===== src/rtl/hello_scroll_ctrl.sv =====
`default_nettype none
// ============================================================================
//  Module   : hello_scroll_ctrl
//  Purpose  : Scroll-position controller for the HELLO display decoder.
//             A three-state FSM (IDLE / RUN / PAUSE) moves a 3-bit position
//             one step every TICK_DIV cycles while running. In pause, the
//             step button moves it by single steps. A load strobe sets it
//             directly.
//  Macro    : HELLO_SCROLL_BOUNCE_EN - when defined, the position ping-pongs
//             between 0 and 7 instead of wrapping modulo 8.
//  Ports    : clk      - single clock, rising edge
//             rst      - synchronous active-high reset
//             en       - 1 enables scrolling, 0 forces IDLE
//             dir      - 0 increments, 1 decrements the position
//             pause    - button level, rising edge toggles RUN/PAUSE
//             step     - button level, rising edge steps once in PAUSE
//             load     - 1-cycle strobe, loads load_val into the position
//             load_val - 3-bit position to load
//             c        - registered scroll position (decoder select code)
//             tick     - 1-cycle pulse in the cycle c takes a new value
//             paused   - 1 while the FSM is in PAUSE
//  Revision : 1.0 - initial release
// ============================================================================
module hello_scroll_ctrl #(
   parameter int TICK_DIV = 50000000
) (
   input  logic       clk,
   input  logic       rst,
   input  logic       en,
   input  logic       dir,
   input  logic       pause,
   input  logic       step,
   input  logic       load,
   input  logic [2:0] load_val,
   output logic [2:0] c,
   output logic       tick,
   output logic       paused
);

   localparam int               DIV_W   = $clog2(TICK_DIV);
   localparam logic [DIV_W-1:0] DIV_MAX = DIV_W'(TICK_DIV - 1);

   typedef enum logic [1:0] {
      S_IDLE  = 2'd0,
      S_RUN   = 2'd1,
      S_PAUSE = 2'd2
   } state_t;

   state_t           state;
   state_t           state_next;
   logic [DIV_W-1:0] div_cnt;
   logic             pause_d;
   logic             step_d;

   logic             pause_rise;
   logic             step_rise;
   logic             div_adv;
   logic             step_adv;
   logic             advance;
   logic             eff_dir;
   logic [2:0]       c_adv;

`ifdef HELLO_SCROLL_BOUNCE_EN
   logic             bounce;
`endif

   // ---------------------------------------------------------------------
   // Next-state and advance decode
   // ---------------------------------------------------------------------
   always_comb begin
      state_next = state;
      pause_rise = pause & ~pause_d;
      step_rise  = step & ~step_d;

      if (!en) begin
         // Dropping en wins over a pause edge in the same cycle.
         state_next = S_IDLE;
      end else begin
         case (state)
            S_IDLE:  state_next = S_RUN;
            S_RUN:   if (pause_rise) state_next = S_PAUSE;
            S_PAUSE: if (pause_rise) state_next = S_RUN;
            default: state_next = S_IDLE;
         endcase
      end

      // en=0 forces IDLE at once, so neither advance source fires then.
      div_adv  = (state == S_RUN) && en && (div_cnt == DIV_MAX);
      step_adv = (state == S_PAUSE) && en && step_rise;
      advance  = div_adv | step_adv;

`ifdef HELLO_SCROLL_BOUNCE_EN
      eff_dir = dir ^ bounce;
`else
      eff_dir = dir;
`endif
      c_adv = eff_dir ? (c - 3'd1) : (c + 3'd1);
   end

   assign paused = (state == S_PAUSE);

   // ---------------------------------------------------------------------
   // State, divider, edge detectors and position
   // ---------------------------------------------------------------------
   always_ff @(posedge clk) begin
      if (rst) begin
         state   <= S_IDLE;
         c       <= 3'd0;
         tick    <= 1'b0;
         div_cnt <= '0;
         pause_d <= 1'b0;
         step_d  <= 1'b0;
      end else begin
         state   <= state_next;
         pause_d <= pause;
         step_d  <= step;
         tick    <= load | advance;

         // Load takes priority over any advance in the same cycle.
         if (load) begin
            c <= load_val;
         end else if (advance) begin
            c <= c_adv;
         end

         // Counting only in RUN keeps the divider at zero in IDLE/PAUSE, so
         // every entry to RUN starts a full TICK_DIV period.
         if ((state == S_RUN) && en && !load && !div_adv) begin
            div_cnt <= div_cnt + 1'b1;
         end else begin
            div_cnt <= '0;
         end
      end
   end

`ifdef HELLO_SCROLL_BOUNCE_EN
   // The direction flips when an advance lands on an end stop. That gives
   // 0..7,6..0,1.. with no wrap jump.
   always_ff @(posedge clk) begin
      if (rst || load) begin
         bounce <= 1'b0;
      end else if (advance &&
                   ((!eff_dir && (c_adv == 3'd7)) ||
                    ( eff_dir && (c_adv == 3'd0)))) begin
         bounce <= ~bounce;
      end
   end
`endif

endmodule
`default_nettype wire


===== config.mk =====
export PLATFORM = sky130hd
export DESIGN_NAME = hello_scroll_ctrl
export DESIGN_NICKNAME = d
export VERILOG_FILES = /design/src/rtl/hello_scroll_ctrl.sv
export SDC_FILE = /design/constraint.sdc
export NUM_CORES = 1
export LEC_CHECK = 0
export ABC_AREA = 1
export BUFFER_PORTS_ARGS = -buffer_cell sky130_fd_sc_hd__buf_2
export CORE_MARGIN = 3
export CORE_UTILIZATION = 50
export DETAILED_ROUTE_END_ITERATION = 6
export HOLD_SLACK_MARGIN = 0.1
export PLACE_DENSITY_LB_ADDON = 0.2
export SLEW_MARGIN = 20
export SYNTH_ARGS = -nofsm -noshare
export SYNTH_HDL_FRONTEND = slang
export SYNTH_SLANG_ARGS = --single-unit

===== constraint.sdc =====
create_clock -name clk -period 4.1 [get_ports clk]
set_input_delay 0.205 -clock clk [delete_from_list [all_inputs] [get_ports clk]]
set_output_delay 0.205 -clock clk [all_outputs]
set_load 0.02 [all_outputs]

==> results of run 1 <==
[layout by cell type (no fill, tap or decap)]
master and instances:
nand2_1 61, o21ai_0 4, nand4_1 3, clkbuf_1 1, clkbuf_8 6, nand3_4 1, nand3_2 2, nor3b_1 1
dfxtp_1 34, nand3_1 8, xor2_1 7, xnor2_1 4, a2111oi_0 1, inv_1 37, clkinv_2 1, nor3_1 8
ha_1 1, nand2_2 7, nor3_2 4, fa_1 1, a21oi_1 14, buf_2 14, nor2_2 4, nor2_1 54
nand3b_1 4, nand2_4 2, nor2_4 3
[worst max-delay path by stage]
stage / endpoint / startpoint / slack (ps) / cells after the start
after floorplan: div_cnt[20]$_SDFF_PP0_ / div_cnt[0]$_SDFF_PP0_ / 2630 / 8
after global placement: div_cnt[20]$_SDFF_PP0_ / div_cnt[0]$_SDFF_PP0_ / 2530 / 8
after detailed placement: div_cnt[2]$_SDFF_PP0_ / div_cnt[0]$_SDFF_PP0_ / 2480 / 8
after CTS: div_cnt[2]$_SDFF_PP0_ / div_cnt[0]$_SDFF_PP0_ / 2460 / 8
after global routing: div_cnt[20]$_SDFF_PP0_ / div_cnt[0]$_SDFF_PP0_ / 2260 / 8
final: div_cnt[20]$_SDFF_PP0_ / div_cnt[0]$_SDFF_PP0_ / 2490 / 8
[sequential cells by signal, summed over array words and instances (netlist names)]
register and flops:
tick 1, pause_d 1, c 3, state 2
step_d 1, div_cnt 26
[cells by family after synthesis]
group | count (synthesis) | synth area share
AND/OR/NAND/NOR | 162 | 0.4188
XOR/XNOR | 11 | 0.05234
adder cells (fa/ha/maj) | 2 | 0.01767
AO/OA/AOI/OAI | 19 | 0.05371
buffers and inverters | 39 | 0.08769
flip-flops | 34 | 0.3698
[through the flow]
stage | hold slack [ps] | utilization | std cells | instance area, sq um
6_report | 130.0 | 0.5918 | 333 | 2037
5_1_grt | 144.3 | 0.5918 | 333 | 2037
4_1_cts | 127.5 | 0.5918 | 333 | 2037
3_5_place_dp | 427.6 | 0.5652 | 325 | 1946
3_3_place_gp | 421.3 | 0.5652 | 325 | 1946
2_1_floorplan | 276.2 | - | 267 | 1841
[area by class of cell]
class	instances	area [sq um]
timing repair buffer	14	70.07
clock inverter	1	5.005
inverter	37	138.9
tap	46	57.56
clock buffer	7	86.33
fill	343	1405
sequential	34	680.7
multi-input combinational	194	998.5
[worst reg2reg max path, cell delays in order (launching register included)]
cell	delay, ps
dfxtp_1	370
ha_1	240
nand2_2	90
nor2_4	150
nand2_2	110
nor2_4	210
nand2_4	80
nor3_1	180
nor3_2	60
[where the power goes]
| part | internal [W] | switching [W] | leakage, nW |
|---|---|---|---|
| Clock | 0.000135 | 0.000115 | 0.0482 |
| Combinational | 0.0000148 | 0.0000230 | 0.432 |
| Sequential | 0.000336 | 0.00000345 | 0.276 |
| Total | 0.000486 | 0.000142 | 0.756 |
[layer usage]
| metal | GRT usage | wire [um] | vias to the layer above |
|---|---|---|---|
| li1 | - | - | 861 |
| met1 | 0.2528 | 1812 | 694 |
| met2 | 0.2611 | 1496 | 23 |
| met3 | 0.04553 | 109 | 7 |
| met4 | 0.07614 | 72 | 0 |
| met5 | 0 | 0 | - |
==> flow_summary.json, run 1 <==
{
  "worstPathArrival_ps": 1780,
  "die_area_sq_um": 4445,
  "cts_tree": "done",
  "cpPeakStageDelay_ps": 370,
  "clk_pin_slew_ps": 70,
  "route.detailed.drc": 0,
  "grtUsageTotal": 0.1809,
  "grt_max_degree": 27,
  "path_buf_inv": 0,
  "yosys_warnings": 0,
  "drive_above_1_share": 0.1533,
  "worstSetupPathType": "register to register",
  "die_w_um": 66.67,
  "required_ps": 4260,
  "synth_commonest_cells": "nand2_1, nor2_1, inv_1, dfxtp_1, a21oi_1",
  "crit_path_max_fanout": 6,
  "syn_area_per_cell_sq_um": 6.893,
  "wl_per_cell_um": 10.48,
  "grt_pass1_vias": 1391,
  "cp-start-kind": "register",
  "hp-start": "rst",
  "ys_ff_latch": 34,
  "drt_iter0_drc": 96,
  "cts.sinks": 34,
  "p_leak_nw": 0.7557,
  "drv_cap": 0,
  "rr_worst_depth": 8,
  "r2r-start": "div_cnt[0]$_SDFF_PP0_",
  "holdCritPathClass": "primary input to register",
  "whs_endpoint": "step_d$_SDFF_PP0_",
  "hold_violations": 0,
  "min_path_cells": 2,
  "fin_nets": 298,
  "end_kind": "register",
  "peakVddDrop_mv": 0.2609,
  "initial_core_util": 0.5347,
  "rsz0062_at_grt": "false",
  "viasPerCell": 4.760,
  "grt_pass1_wl_um": 6127,
  "crit_chain": "ha_1, nand2_2, nor2_4, nand2_2, nor2_4, nand2_4, nor3_1, nor3_2",
  "totalWireLength_um": 3489,
  "drtPass1Iterations": 4,
  "synth_edf_count": 0,
  "grt_overflow": 0,
  "crit_slowest_cell": "dfxtp_1",
  "skew_ps": 3.862,
  "synth.distinct_cells": 24,
  "coreArea_sq_um": 3442,
  "totalPowerFinal_w": 0.0006272,
  "status": "completed",
  "syn_nets": 279,
  "finalSetupViolCount": 0,
  "die_h_um": 66.67,
  "fmax_mhz": 620.1,
  "p_per_area_nw_per_um2": 307.9,
  "crit_family": "simple AND/OR/NAND/NOR gates",
  "clock_tree.buffer_depth": 2,
  "fin_ws_ps": 2487,
  "fin_crit_sh": 0.3933,
  "portBuffers": 14,
  "synthFlopType": "dfxtp_1",
  "place_ws_ps": 2477,
  "post_cts_resized": 0,
  "max-slew-margin-rel": 0.7908,
  "dp_hpwl_um": 2611,
  "ctsHoldBuffers": 0,
  "synthCells": 267,
  "htree_levels": 2,
  "fin_setup_tns_ps": 0,
  "std_cell_rows": 21,
  "r2r_slack_ps": 2490,
  "gp_congestion": 0.8518,
  "cts_setup_buffers": 0,
  "io_pins": 15,
  "reg2reg_to": "div_cnt[20]$_SDFF_PP0_",
  "areaGrowthSynthToFinish_pct": 10.67,
  "period_needed_ps": 1613,
  "ant_nets": 0,
  "synth_area_sq_um": 1841,
  "yosysSeqAreaShare": 0.3698,
  "synth_area_leader_cell": "dfxtp_1",
  "cts_buffers": 5,
  "synth.most_common_cell": "nand2_1",
  "slew_violations": 0,
  "antenna_cells": 0,
  "clockRootBuffer": "clkbuf_8",
  "netlist.area_leader.share": 0.3698,
  "antenna_found_initial": 0,
  "vias": 1585,
  "async_flop_share": 0,
  "yosys-top-cells-area": "dfxtp_1, nand2_1, nor2_1",
  "clk_latency_ps": 280,
  "max_slew.worst_pin.slew_ps": 306.0
}
(Power assumes the default switching activity.)
==> run 2, diff against run 1 <==
==> constraint.sdc (replaced) <==
create_clock -name clk -period 1.6 [get_ports clk]
set_input_delay 0.08 -clock clk [delete_from_list [all_inputs] [get_ports clk]]
set_output_delay 0.08 -clock clk [all_outputs]
set_load 0.02 [all_outputs]
==> flow_summary.json, run 2 (synthesis results as in run 1) <==
{
  "crit_chain": "ha_4, nand2_2, nor2_4, nand2_2, nor2_4, buf_4, xnor2_1, nor2_1",
  "cp-start-kind": "register",
  "required_ps": 1780,
  "cts.sinks": 34,
  "areaGrowthSynthToFinish_pct": 20.80,
  "viasPerCell": 4.752,
  "vias": 1649,
  "max_slew.worst_pin.slew_ps": 461.9,
  "hold_violations": 0,
  "holdCritPathClass": "primary input to register",
  "std_cell_rows": 21,
  "die_h_um": 66.67,
  "status": "completed",
  "clk_latency_ps": 300,
  "whs_ps": 101.7,
  "drv_cap": 0,
  "coreArea_sq_um": 3442,
  "totalPowerFinal_w": 0.001772,
  "clockRootBuffer": "clkbuf_8",
  "gp_congestion": 0.8675,
  "initial_core_util": 0.5347,
  "grt_overflow": 0,
  "cts_tree": "done",
  "die_area_sq_um": 4445,
  "grt_max_degree": 27,
  "drt_iter0_drc": 102,
  "crit_path_max_fanout": 5,
  "fin_nets": 312,
  "route.detailed.drc": 0,
  "wl_per_cell_um": 11.19,
  "crit_slowest_cell": "dfxtp_2",
  "grt_pass1_wl_um": 6486,
  "portBuffers": 14,
  "peakVddDrop_mv": 0.6016,
  "final_util": 0.6459,
  "slew_violations": 0,
  "end_kind": "register",
  "p_leak_nw": 0.8493,
  "fmax_mhz": 660.9,
  "antenna_cells": 0,
  "drive_above_1_share": 0.1993,
  "fin_crit_sh": 0.9457,
  "fin_setup_tns_ps": 0,
  "cpPeakStageDelay_ps": 360,
  "grtUsageTotal": 0.1946,
  "dp_hpwl_um": 2741,
  "cts_buffers": 5,
  "die_w_um": 66.67,
  "htree_levels": 2,
  "totalWireLength_um": 3884,
  "largest_register_ffs": 26,
  "finalSetupViolCount": 0,
  "grt_pass1_vias": 1501,
  "worstSetupPathType": "register to register",
  "clk_pin_slew_ps": 70,
  "final_cell_mix": "nand2_1, nor2_1, inv_1, dfxtp_1",
  "layout_commonest_cell": "nand2_1",
  "antenna_found_initial": 0,
  "max-slew-margin-rel": 0.6909,
  "skew_ps": 7.197,
  "ant_nets": 0,
  "period_needed_ps": 1513,
  "io_pins": 15,
  "clock_tree.buffer_depth": 2,
  "p_per_area_nw_per_um2": 797.1,
  "drtPass1Iterations": 4,
  "worstPathArrival_ps": 1700,
  "reg.largest.list": "div_cnt (26), c (3), state (2)",
  "top_register": "div_cnt"
}
## run 2: changes by cell type in the layout (fill, tap and decap cells not counted), moves of 2 or more
cell | previous run | this run
nor2_1 | 54 | 52
nand3_4 | 1 | 3
dfxtp_2 | 0 | 2
buf_4 | 0 | 7
dlygate4sd3_1 | 0 | 5
dfxtp_1 | 34 | 32
nor2_2 | 4 | 6
## run 2: routing by layer
layer	GRT usage	wire, um	vias up
met4	0.1142	86	0
met5	0	0	-
met1	0.2474	1887	729
met3	0.04553	145	7
met2	0.2970	1765	20
li1	-	-	893
## run 2: path summary, 6_finish.rpt
kind	start	end	slack (ps)	cells past startpoint
max	div_cnt[0]$_SDFF_PP0_	div_cnt[12]$_SDFF_PP0_	90	8
min	en	state[0]$_SDFFE_PP0P_	100	3
max reg2reg	div_cnt[0]$_SDFF_PP0_	div_cnt[12]$_SDFF_PP0_	90	8
min reg2reg	state[0]$_SDFFE_PP0P_	state[0]$_SDFFE_PP0P_	490	1
## run 2: per-stage QoR
stage	setup WS, ps	instances	cell area [sq um]
floorplan	133.7	267	1841
global placement	116.8	330	1983
detailed placement	71.00	330	1983
CTS	52.82	343	2142
global route	-22.41	347	2223
finish	86.86	347	2223
## run 2: critical path: cells and delay by family, from the launching register on
family / cells / cell delay (ps)
buffers and inverters: 1 / 160
flip-flops: 1 / 360
XOR/XNOR: 1 / 110
adder cells (fa/ha/maj): 1 / 140
AND/OR/NAND/NOR: 5 / 630
## run 2: layout make-up
cell class / count / area, sq um
Multi-Input combinational cell: 195 / 1051
Fill cell: 317 / 1219
Tap cell: 46 / 57.56
Clock inverter: 3 / 40.04
Sequential cell: 34 / 683.2
Clock buffer: 5 / 68.82
Inverter: 37 / 138.9
Timing Repair Buffer: 27 / 183.9
## run 2: what timing repair did
| item | in CTS | in global routing |
|---|---|---|
| endpoints found under the hold margin | 3 | 0 |
| hold buffers | 5 | 0 |
| endpoints found under the setup margin | 0 | 29 |
| resized for setup | 0 | 11 |
| buffers inserted | 0 | 3 |
## run 2: power breakdown
group | internal, W | switching (W) | leakage, nW
registers | 0.000859 | 0.00000918 | 0.277
logic | 0.0000477 | 0.0000645 | 0.515
clock network | 0.000458 | 0.000333 | 0.0579
